## config.mk

```make
export PLATFORM = sky130hd
export DESIGN_NAME = round_judge
export DESIGN_NICKNAME = d
export VERILOG_FILES = /design/src/rtl/round_judge.sv
export SDC_FILE = /design/constraint.sdc
export NUM_CORES = 1
export LEC_CHECK = 0
export ABC_AREA = 1
export CORE_AREA = 4 4 58 60
export CTS_CLUSTER_SIZE = 25
export DETAILED_ROUTE_END_ITERATION = 8
export DIE_AREA = 0 0 62 64
export PLACE_DENSITY = 0.84
export SLEW_MARGIN = 30
export SYNTH_ARGS = -nofsm -noshare
export SYNTH_HDL_FRONTEND = slang
export SYNTH_SLANG_ARGS = --single-unit
export TNS_END_PERCENT = 10
```

## constraint.sdc

```tcl
create_clock -name clk -period 2.3 [get_ports clk]
set_input_delay 0.345 -clock clk [delete_from_list [all_inputs] [get_ports clk]]
set_output_delay 0.345 -clock clk [all_outputs]
set_load 0.03 [all_outputs]
```

## src/rtl/round_judge.sv

```systemverilog
// round_judge: cyclic beats-rule round judge with saturating scores, match end and result handshake
module round_judge #(
   parameter int NUM_CHOICES = 3,
   parameter int SCORE_W = 4,
   parameter int WIN_SCORE = 9,
   localparam int IW = $clog2(NUM_CHOICES)
) (
   input  logic                   clk,
   input  logic                   resetn,
   input  logic [NUM_CHOICES-1:0] choice1,
   input  logic [NUM_CHOICES-1:0] choice2,
   input  logic                   start,
   input  logic                   ack,
   input  logic                   clear_scores,
   output logic                   busy,
   output logic                   result_valid,
   output logic                   p1_win,
   output logic                   p2_win,
   output logic                   tie,
   output logic                   invalid1,
   output logic                   invalid2,
   output logic [IW-1:0]          idx1,
   output logic [IW-1:0]          idx2,
   output logic [SCORE_W-1:0]     score1,
   output logic [SCORE_W-1:0]     score2,
   output logic                   match_over,
   output logic [1:0]             match_winner
);
   typedef enum logic [2:0] {IDLE, JUDGE, SCORE, SHOW, OVER} state_t;
   localparam logic [SCORE_W-1:0] WIN = SCORE_W'(WIN_SCORE);
   localparam logic [IW:0] N = (IW+1)'(NUM_CHOICES);
   localparam logic [IW:0] HALF = (IW+1)'((NUM_CHOICES - 1) / 2);
   state_t state;
   logic [IW:0] dec1, dec2, diff, d;
   // msb flags a non-one-hot choice, which falls back to index 0 (cat)
   function automatic logic [IW:0] decode(input logic [NUM_CHOICES-1:0] c);
      logic [IW-1:0] ix;
      ix = '0;
      for (int i = 0; i < NUM_CHOICES; i++)
         if (c[i]) ix = IW'(i);
      return (c != '0 && (c & (c - NUM_CHOICES'(1))) == '0) ? {1'b0, ix} : {1'b1, {IW{1'b0}}};
   endfunction
   assign dec1 = decode(choice1);
   assign dec2 = decode(choice2);
   assign diff = {1'b0, idx1} + N - {1'b0, idx2};
   assign d = diff >= N ? diff - N : diff;
   assign busy = state == JUDGE || state == SCORE || state == SHOW;
   assign result_valid = state == SHOW;
   assign match_over = state == OVER;
   always_ff @(posedge clk or negedge resetn)
      if (!resetn) begin
         state <= IDLE;
         idx1 <= '0;
         idx2 <= '0;
         invalid1 <= 1'b0;
         invalid2 <= 1'b0;
         p1_win <= 1'b0;
         p2_win <= 1'b0;
         tie <= 1'b0;
         score1 <= '0;
         score2 <= '0;
         match_winner <= 2'b00;
      end else
         case (state)
            IDLE:
               if (clear_scores) begin
                  score1 <= '0;
                  score2 <= '0;
               end else if (start) begin
                  idx1 <= dec1[IW-1:0];
                  idx2 <= dec2[IW-1:0];
                  invalid1 <= dec1[IW];
                  invalid2 <= dec2[IW];
                  state <= JUDGE;
               end
            JUDGE: begin
               tie <= d == '0;
               p1_win <= d != '0 && d <= HALF;
               p2_win <= d > HALF;
               state <= SCORE;
            end
            SCORE: begin
               if (p1_win && score1 != WIN) score1 <= score1 + 1'b1;
               if (p2_win && score2 != WIN) score2 <= score2 + 1'b1;
               state <= SHOW;
            end
            SHOW:
               if (ack) begin
                  match_winner <= {score2 == WIN, score1 == WIN};
                  state <= (score1 == WIN || score2 == WIN) ? OVER : IDLE;
               end
            OVER:
               if (clear_scores) begin
                  score1 <= '0;
                  score2 <= '0;
                  match_winner <= 2'b00;
                  state <= IDLE;
               end
            default: state <= IDLE;
         endcase
endmodule

```

== After elaboration in Yosys (flattened, before gate mapping) ==
Cells that the tools add are included.
W data, S select, Z words.
Storage, ports and cells
  memories kept: 0
  word-level logic and storage cells: 83
  memory bits (writable): 0
  register bits: 22
  bits in latches: 0
  output and inout port bits: 22
  bits of input ports: 11
  memory bits (read-only): 0
Operators by class
  multipliers: 0
  multiplexer cells: 21
  div/mod/pow operators: 0
  reduce and logical (&&, ||, !) cells: 23
  order comparisons: 3
  bitwise gates (word level): 3
  add/sub/neg operators: 7
  shift-type cells: 0
  eq/ne operators: 15
Operators by type and width (number)
  $mux W3: 8
  $pmux W4 S2: 2
  $pmux W3 S5: 1
  $logic_not A3 Y1: 4
  $mux W4: 3
  $reduce_and A3 Y1: 4
  $reduce_bool A3 Y1: 3
  $add A4 B1 Y4 const B: 2
  $eq A4 B4 Y1 const B: 2
  $mux W2: 4
  $ne A2 B2 Y1 const B: 4
  $ne A4 B4 Y1 const B: 2
  $and A3 B3 Y3: 2
  $eq A3 B2 Y1 const B: 2
  $ne A2 B1 Y1 const B: 3
  $sub A3 B1 Y3 const B: 2
  $logic_and A1 B1 Y1: 5
  $pmux W2 S2: 1
  $reduce_and A4 Y1: 1
  $reduce_bool A2 Y1: 2
  $add A2 B2 Y3 const B: 1
  $eq A3 B1 Y1 const B: 1
  $eq A3 B3 Y1 const B: 1
  $ge A3 B2 Y1 const B: 1
  other kinds (8): 11

== Depth between registers and ports, before layout ==
Gate-level depths: netlist of the first run.
  depth in word-level cells: 6
  depth in mapped cells: 11

== Worst setup path after synthesis of the first run ==
No wires, ideal clock.
  path kind: register -> register
  start point: reg idx2[0]
  end point: reg p1_win
  stages on the path, launching flop included: 10
  buffers on the path: 0
  data required time: 2182 ps
  setup slack: 161 ps
  clock period less this slack: 2139 ps
  arrival time: 2021 ps
  setup time: 118 ps
  path through: dfrtp_1 -> inv_1 -> ha_1 -> fa_1 -> ha_1 -> ha_1 -> nor3_1 -> nand2_1 -> nand3_1 -> nand2_1
On the way
  cells in the longest elaborated chain, start to end: 5
  elaborated cells on any way between the ends: 7
  those cells by class: 2 x add/sub; 2 x order compare; 1 x mux; 2 x reduce/logical
RTL lines
  start: declaration: line 23  | output logic [IW-1:0] idx2,
  start signal: assignment: line 71  | idx2 <= dec2[IW-1:0];
  $sub A3 B2 Y3 *: line 45  | assign diff = {1'b0, idx1} + N - {1'b0, idx2};
  $sub A3 B2 Y3 / $ge A3 B2 Y1 (equally long branches): line 46  | assign d = diff >= N ? diff - N : diff;
  $mux W3 *: line 46
  $le A3 B1 Y1 / $reduce_bool A3 Y1 (equally long branches): line 78  | p1_win <= d != '0 && d <= HALF;
  $logic_and A1 B1 Y1 *: line 78
  end signal: assignment: line 57  | p1_win <= 1'b0;
  end signal: assignment: line 78
  end: declaration: line 17  | output logic p1_win,
Mark *: on every way between the ends. The rest lies on a longest branch, timed or not.
A chain may end at the register's enable or synchronous reset.

== Final worst setup path of the first run ==
  start point: reg state[0]
  end point: out result_valid
On the way
  cells in the longest elaborated chain, start to end: 1
RTL lines
  start: declaration: line 33  | state_t state;
  start signal: assignment: line 90  | state <= (score1 == WIN || score2 == WIN) ? OVER : IDLE;
  $eq A3 B2 Y1: line 48  | assign result_valid = state == SHOW;
  end: declaration: line 16  | output logic result_valid,
Every way passes these cells.

==> results.toml, run 1 <==
[run_status]
run_status = "completed"

[hold_path]
min_path_type = "in -> async"

[setup_path]
worst_setup_path_start_kind = "flop"
critPathRequiredTime_ps = 1960
worstPathMaxFanout = 6
cp_data_arrival_time_ps = 1760
criticalPathCategory = "reg -> out"
end_kind = "primary output"

[final_layout]
nets = 238
syn_to_final_growth_pct = 29.2
fin_util_pct = 60.5
stdcell_area_um2 = 1770
n_fill_cell = 270
drive_gt1_share_pct = 9.63
fin_cells = 251
num_antenna_cells = 0

[logic_synthesis]
synth_cell_types = 22
synth-edff-count = 0
synth_area_um2 = 1370
synthSimpleGateAreaFrac_pct = 37.2
ys_async_sr_fraction_pct = 100
ys_ff_latch = 22
ys_dominant_reg_cell = "dfrtp_1"
synth_fp_nets = 201
synth_top_area_share_pct = 40.2
synth.area.top_cells = "dfrtp_1 40%, nand2_1 15%, ha_1 6.4%, nand3_1 5.5%, inv_1 4.9%"
synth_warnings = 0
muxShareOfSynthArea_pct = 0
yosysMostFrequentCell = "nand2_1"
synth-seq-area-share_pct = 40.2
synth_compound_area_share_pct = 6.58
synthCells = 182
synth_top_family_by_area = "simple AND/OR/NAND/NOR gates"
syn_area_per_cell_um2 = 7.53
synth-xor-area-share_pct = 1.28
synth_fa_ha_area_share_pct = 7.85
synth_top_area_cell = "dfrtp_1"
synth_common_cells = "55 x nand2_1, 22 x dfrtp_1, 18 x inv_1"

[power_and_ir_drop]
total_power_uw = 2630
combPwrFrac_pct = 63.4
swShare_pct = 50.6
intPower_uw = 1300
switchingPower_uw = 1330
power.density_nw_per_um2 = 1490
clock_power_share_pct = 8.5
sequentialPowerShare_pct = 28.2
leakagePower_uw = 0.000882
peakVddDrop_v = 0.000855

[place]
dpl_cell_area_um2 = 1730
place_inst = 247
gp_congestion = 0.797
io_buffers = 32
dp_hpwl_mm = 2.28

[sta]
fin_skew_ps = 4.59
slew_headroom_pct = 76.9
fmax_ghz = 0.476
hold_viol = 0
tns_ps = 0
finalCriticalPeriod_ps = 2100
tightest_slew_ps = 345
slew_viol_final = 0
rsz0062_at_grt = "no"
finalCritPeriodShare_pct = 91.3
setup_viol = 0

[cts]
cts_max_path_buffers = 2
htreeDepth = 1
clkSinkCount = 22
cts_tree = "done"
numCtsBuffers = 3
cts.clk_slew.worst_paths_ps = 130
clock-root-buffer = "clkbuf_4"
worstSkewPairLatency_ps = 320

[grt]
grt_overflow = 0
grt_max_degree = 23
track_usage_pct = 16.8
antenna_found_initial = 0
grt_pass1_vias = 1180
grt_pass1_wl_mm = 5.10

[floorplan]
ioPinCount = 33
die_x_um = 62
core-area_um2 = 2930
die_h_um = 64
start_util_pct = 46.8
dieArea_um2 = 3970
rows = 20

[detailed_routing]
drc = 0
via_count = 1286
routed_wl_mm = 2.96
wire_per_inst_um = 11.8
drt.antenna.violating_nets = 0
first_iter_violations = 64
first_pass_iters = 5
via_per_inst = 5.12

[job]
max-cap-violations = 0
## logic make-up after synthesis
group                      after synthesis
AOI/OAI and AO/OA                       17
xor gates and xnor gates                 2
adders and majority gates                8
buffers and inverters                   23
DFF                                     22
and+or+nand+nor                        110
## power by group through the flow
stage               Combinational [µW]  Clock (µW)  Sequential (µW)
floorplan                          895           0              977
global placement                  1620           0              737
detailed placement                1670           0              748
CTS                               1680         230              740
global route                      1890         240              767
finish                            1670         223              741
## cell type report
cell class	count	area, µm²	share of cell area [%]
sequential	22	551	31.1
multi-input combinational	137	724	40.9
clock buffer	4	36.3	2.05
tap	33	41.3	2.33
timing repair buffer	34	338	19.1
inverter	21	80.1	4.52
## worst max-delay path: stages (launching register included)
cell and delay (ps):
dfrtp_1 510, nand2_2 110, nor2_4 130, clkdlybuf4s50_1 690
## placed cells by master (no fill, tap or decap), drive strengths merged
master          n
nand2          63
clkdlybuf4s50  31
dfrtp          22
inv            20
nor2           20
nand3          15
o21ai          11
ha              7
nand4           6
a21oi           4
clkbuf          4
nand3b          3
or2             2
o21a            2
xnor2           2
buf             2
clkinv          1
nor3            1
fa              1
dlymetal6s2s    1
## final timing paths
check	start	cells past startpoint	slack (ps)	endpoint
max in group asynchronous	resetn	2	1730	score2[2]$_DFFE_PN0P_
hold / removal	resetn	2	350	match_winner[1]$_DFFE_PN0P_
setup / recovery	state[0]$_DFFE_PN0P_	3	200	result_valid
min in group clk	invalid2$_DFFE_PN0P_	2	510	invalid2$_DFFE_PN0P_
hold reg to reg	invalid2$_DFFE_PN0P_	2	510	invalid2$_DFFE_PN0P_
setup reg to reg	idx1[0]$_DFFE_PN0P_	8	270	p1_win$_DFFE_PN0N_
## sequential cells by signal (all words and copies together), names as in the netlist
| name | cells |
|---|---|
| score1 | 4 |
| score2 | 4 |
| state | 3 |
| idx1 | 2 |
| idx2 | 2 |
| match_winner | 2 |
| invalid1 | 1 |
| invalid2 | 1 |
| p1_win | 1 |
| p2_win | 1 |
| tie | 1 |
## routing by layer
metal  share of wire (%)  up-vias  track usage, %
met5                   0        -               0
met4                 2.5        0            8.22
met3                 4.4        7            2.22
met2                  50       35            27.6
met1                  44      585            20.9
li1                    -      659               -
## per-stage QoR
stage / hold WS, ps / setup slack [ps]
after floorplan: 49.4 / 161
after CTS: 353 / 44.6
after global placement: 471 / 325
after global routing: 369 / 83.5
final: 348 / 200
after detailed placement: 470 / 281
## repair_timing
item                                    in CTS  in global routing
resized for setup                            0                  1
hold buffers                                 0                  0
endpoints found under the setup margin       0                  1
setup buffers                                0                  0
Power figures use the tool's default switching activity.
==> inputs of run 2 (changes only) <==
CORE_AREA = 2 2 56 58   (was 4 4 58 60)
DIE_AREA = 0 0 58 60   (was 0 0 62 64)
==> results.toml, run 2 (same netlist as run 1, synthesis figures left out) <==
[sta]
tightest_slew_ps = 347
rsz0062_at_grt = "no"
fin_skew_ps = 7.81
setup_viol = 0
whs_ps = 376
finalCriticalPeriod_ps = 2100
hold_viol = 0
setup_ws_ps = 195
tns_ps = 0
finalCritPeriodShare_pct = 91.5
slew_viol_final = 0
slew_headroom_pct = 76.9
fmax_ghz = 0.475

[detailed_routing]
drt.antenna.violating_nets = 0
first_iter_violations = 51
via_per_inst = 5.02
wire_per_inst_um = 11.1
first_pass_iters = 4
drc = 0
via_count = 1260
routed_wl_mm = 2.78

[cts]
clkSinkCount = 22
numCtsBuffers = 3
cts.clk_slew.worst_paths_ps = 120
clock-root-buffer = "clkbuf_4"
htreeDepth = 1
cts_max_path_buffers = 2
cts_setup_buffers = 0
cts_tree = "done"
worstSkewPairLatency_ps = 300

[grt]
grt_max_degree = 23
use_met2_pct = 30.7
grt_pass1_wl_mm = 4.86
grt_pass1_vias = 1173
antenna_found_initial = 0
met1_usage_pct = 23.0
busiest_layer = "met2"
grt_overflow = 0
track_usage_pct = 17.8
use_met3_pct = 2.16

[job]
max-cap-violations = 0

[setup_path]
crit_chain = "ha_1 -> fa_1 -> ha_1 -> ha_1 -> nor3_1 -> nand2_1 -> nand3_1 -> nand2_1"
critPathRequiredTime_ps = 2490
worstPathMaxFanout = 3
cp_data_arrival_time_ps = 2300
crit_path_frequent_cell = "ha_1"
end_kind = "flop"
worst_setup_path_start_kind = "flop"
max_stage_delay_ps = 460
criticalPathCategory = "reg -> reg"
worst_path_max_delay_cell = "fa_1"

[power_and_ir_drop]
power.density_nw_per_um2 = 1470
peakVddDrop_v = 0.000849
total_power_uw = 2610
leakagePower_uw = 0.000882

[final_layout]
largestRegisters = "score1: 4 flops, score2: 4 flops, state: 3 flops"
num_antenna_cells = 0
nets = 238
fin_util_pct = 61.0
layout_common_cells = "55 x nand2_1, 31 x clkdlybuf4s50_1, 22 x dfrtp_1, 18 x inv_1, 16 x nor2_1"
mostFrequentLayoutCell = "nand2_1"
syn_to_final_growth_pct = 29.2
drive_gt1_share_pct = 9.63

[floorplan]
core-area_um2 = 2900
start_util_pct = 47.2
dieArea_um2 = 3480
die_h_um = 60
rows = 20
ioPinCount = 33
die_x_um = 58

[place]
preCtsSetupSlack_ps = 208
gp_congestion = 0.774
dp_hpwl_mm = 2.20
io_buffers = 32

[hold_path]
min_path_type = "in -> async"

[run_status]
run_status = "completed"
run 2: cell counts in the layout (fill, tap and decap cells not counted):
No cell type changed its count.
run 2: critical path: cells and delay by family, from the launching register on:
family	cells	cell delay, ps
adder cells (fa/ha/maj)	4	1150
flip-flops	1	410
AND/OR/NAND/NOR	4	450
run 2: final cells by class:
class,instances,area (µm²)
sequential,22,551
tap,33,41.3
timing repair buffer,34,338
multi-input combinational,137,724
clock buffer,4,36.3
inverter,21,80.1
fill,260,1130
run 2: metrics by stage:
stage	instance area [µm²]	instances
detailed placement	1730	247
finish	1770	251
CTS	1770	251
global placement	1730	247
global route	1770	251
floorplan	1370	182
run 2: path summary, 6_finish.rpt:
path | slack, ps | from | cells past startpoint | end
worst min register to register | 500 | tie$_DFFE_PN0N_ | 2 | tie$_DFFE_PN0N_
worst min-delay path | 380 | resetn | 2 | score1[0]$_DFFE_PN0P_
worst max-delay path | 200 | idx1[0]$_DFFE_PN0P_ | 8 | p1_win$_DFFE_PN0N_
worst max register to register | 200 | idx1[0]$_DFFE_PN0P_ | 8 | p1_win$_DFFE_PN0N_
max in group asynchronous | 1690 | resetn | 2 | idx1[1]$_DFFE_PN0P_
min in group clk | 500 | tie$_DFFE_PN0N_ | 2 | tie$_DFFE_PN0N_
run 2: report_power, final:
group | switching (µW) | total, µW | internal, µW | leakage [µW]
Combinational | 1010 | 1670 | 660 | 0.000578
Sequential | 193 | 738 | 545 | 0.000282
Clock | 108 | 204 | 96.3 | 0.0000210
Total | 1310 | 2610 | 1300 | 0.000882
run 2: what timing repair did:
item                                    in CTS  in global routing
hold buffers                                 0                  0
gates resized for setup                      0                  1
endpoints found under the setup margin       0                  1
run 2: layer usage:
layer,vias up,wire (µm)
met1,565,1260
met3,4,98
li1,656,-
met4,0,49
met2,35,1380
met5,-,0
==> inputs of run 3 (changes only) <==
CAP_MARGIN = 5   (was unset)
CORE_AREA = 2 2 55 57   (was 2 2 56 58)
CTS_BUF_LIST = sky130_fd_sc_hd__clkbuf_2   (was unset)
DIE_AREA = 0 0 57 59   (was 0 0 58 60)
PLACE_DENSITY = 0.86   (was 0.84)
clock period = 2.2 ns   (was 2.3 ns; I/O delays follow)
==> results.toml, run 3 (same netlist as run 1, synthesis figures left out) <==
[run_status]
run_status = "completed"

[floorplan]
rows = 19
die_h_um = 59
dieArea_um2 = 3360
start_util_pct = 50.6
ioPinCount = 33
die_x_um = 57
core-area_um2 = 2710

[place]
io_buffers = 32
preCtsSetupSlack_ps = 155
dp_hpwl_mm = 2.10
gp_congestion = 0.759

[final_layout]
drive_gt1_share_pct = 9.17
syn_to_final_growth_pct = 27.5
multi_input_area_um2 = 724
layout_common_cells = "55 x nand2_1, 31 x clkdlybuf4s50_1, 22 x dfrtp_1, 18 x inv_1, 16 x nor2_1"
mostFrequentLayoutCell = "nand2_1"
num_antenna_cells = 0
regArea_um2 = 551
nets = 238
largestRegisters = "score1: 4 flops, score2: 4 flops, state: 3 flops"
n_fill_cell = 239

[grt]
grt_pass1_wl_mm = 4.86
grt_pass1_vias = 1111
antenna_found_initial = 0
grt_overflow = 0
track_usage_pct = 18.2
grt_max_degree = 23

[sta]
hold_viol = 0
slew_headroom_pct = 75.9
finalCriticalPeriod_ps = 2100
tns_ps = 0
fmax_ghz = 0.475
setup_ws_ps = 96.2
rsz0062_at_grt = "no"
tightest_slew_ps = 361
fin_skew_ps = 5.70
slew_viol_final = 0
setup_viol = 0
finalCritPeriodShare_pct = 95.6

[setup_path]
worst-path-buf-inv = 1
worst_path_max_delay_cell = "clkdlybuf4s50_1"
critPathRequiredTime_ps = 1870
end_kind = "primary output"
max_stage_delay_ps = 680
worst_setup_path_start_kind = "flop"
worstPathMaxFanout = 6
crit_family = "buffers and inverters"
criticalPathCategory = "reg -> out"
ff2ff_setup_slack_ps = 150
cp_data_arrival_time_ps = 1770
crit_chain = "nand2_2 -> nor2_4 -> clkdlybuf4s50_1"

[detailed_routing]
via_per_inst = 4.98
drt.antenna.violating_nets = 0
routed_wl_mm = 2.71
first_iter_violations = 33
first_pass_iters = 4
drc = 0
wire_per_inst_um = 10.9
via_count = 1239

[cts]
worstSkewPairLatency_ps = 320
numCtsBuffers = 3
cts_hold_buffers = 0
cts_tree = "done"
post_cts_resized = 1
clkSinkCount = 22
clock-root-buffer = "clkbuf_2"
cts_setup_buffers = 0
cts.clk_slew.worst_paths_ps = 210
cts_max_path_buffers = 2
htreeDepth = 1

[power_and_ir_drop]
peakVddDrop_v = 0.00109
leakagePower_uw = 0.000861
power.density_nw_per_um2 = 1520

[hold_path]
min_path_type = "in -> async"

[job]
max-cap-violations = 0
==> run 3: cell types whose count changed in the layout (fill, tap and decap cells not counted) <==
cell,previous run,this run
clkinv_1,0,1
dlymetal6s2s_1,1,0
dlygate4sd2_1,0,1
clkbuf_2,0,3
clkbuf_8,1,0
clkbuf_4,3,0
==> run 3: layout make-up <==
cell class,instances,area share [%]
Tap cell,31,2.22
Clock buffer,3,0.860
Timing Repair Buffer,34,19.1
Multi-Input combinational cell,137,41.5
Inverter,21,4.58
Clock inverter,1,0.215
Sequential cell,22,31.5
==> run 3: power breakdown <==
| group | total (µW) | switching (µW) | internal [µW] |
|---|---|---|---|
| logic | 1720 | 1040 | 687 |
| registers | 766 | 197 | 569 |
| clock network | 161 | 121 | 39.5 |
==> run 3: stage by stage <==
stage	hold WS (ps)	std cells	util (%)	cell area [µm²]	power [µW]
6_report	316	249	64.5	1750	2650
5_1_grt	315	249	64.5	1750	2920
4_1_cts	314	249	64.5	1750	2670
3_5_place_dp	464	245	63.8	1730	2510
3_3_place_gp	472	245	63.8	1730	2460
2_1_floorplan	34.4	182	-	1370	1960
==> run 3: final timing paths <==
path / start / endpoint / cells past startpoint
worst min-delay path: resetn / match_winner[0]$_DFFE_PN0P_ / 2
max in group asynchronous: resetn / invalid1$_DFFE_PN0P_ / 2
worst max register to register: idx1[0]$_DFFE_PN0P_ / p1_win$_DFFE_PN0N_ / 8
worst min register to register: tie$_DFFE_PN0N_ / tie$_DFFE_PN0N_ / 2
min in group clk: tie$_DFFE_PN0N_ / tie$_DFFE_PN0N_ / 2
worst max-delay path: state[0]$_DFFE_PN0P_ / result_valid / 3
==> run 3: routing by layer <==
metal  GRT usage, %  part of all wire, %  vias up
li1               -                    -      658
met1           26.1                   48      547
met2           28.2                   47       30
met3           2.62                  4.6        4
met4           6.64                 0.92        0
met5              0                    0        -
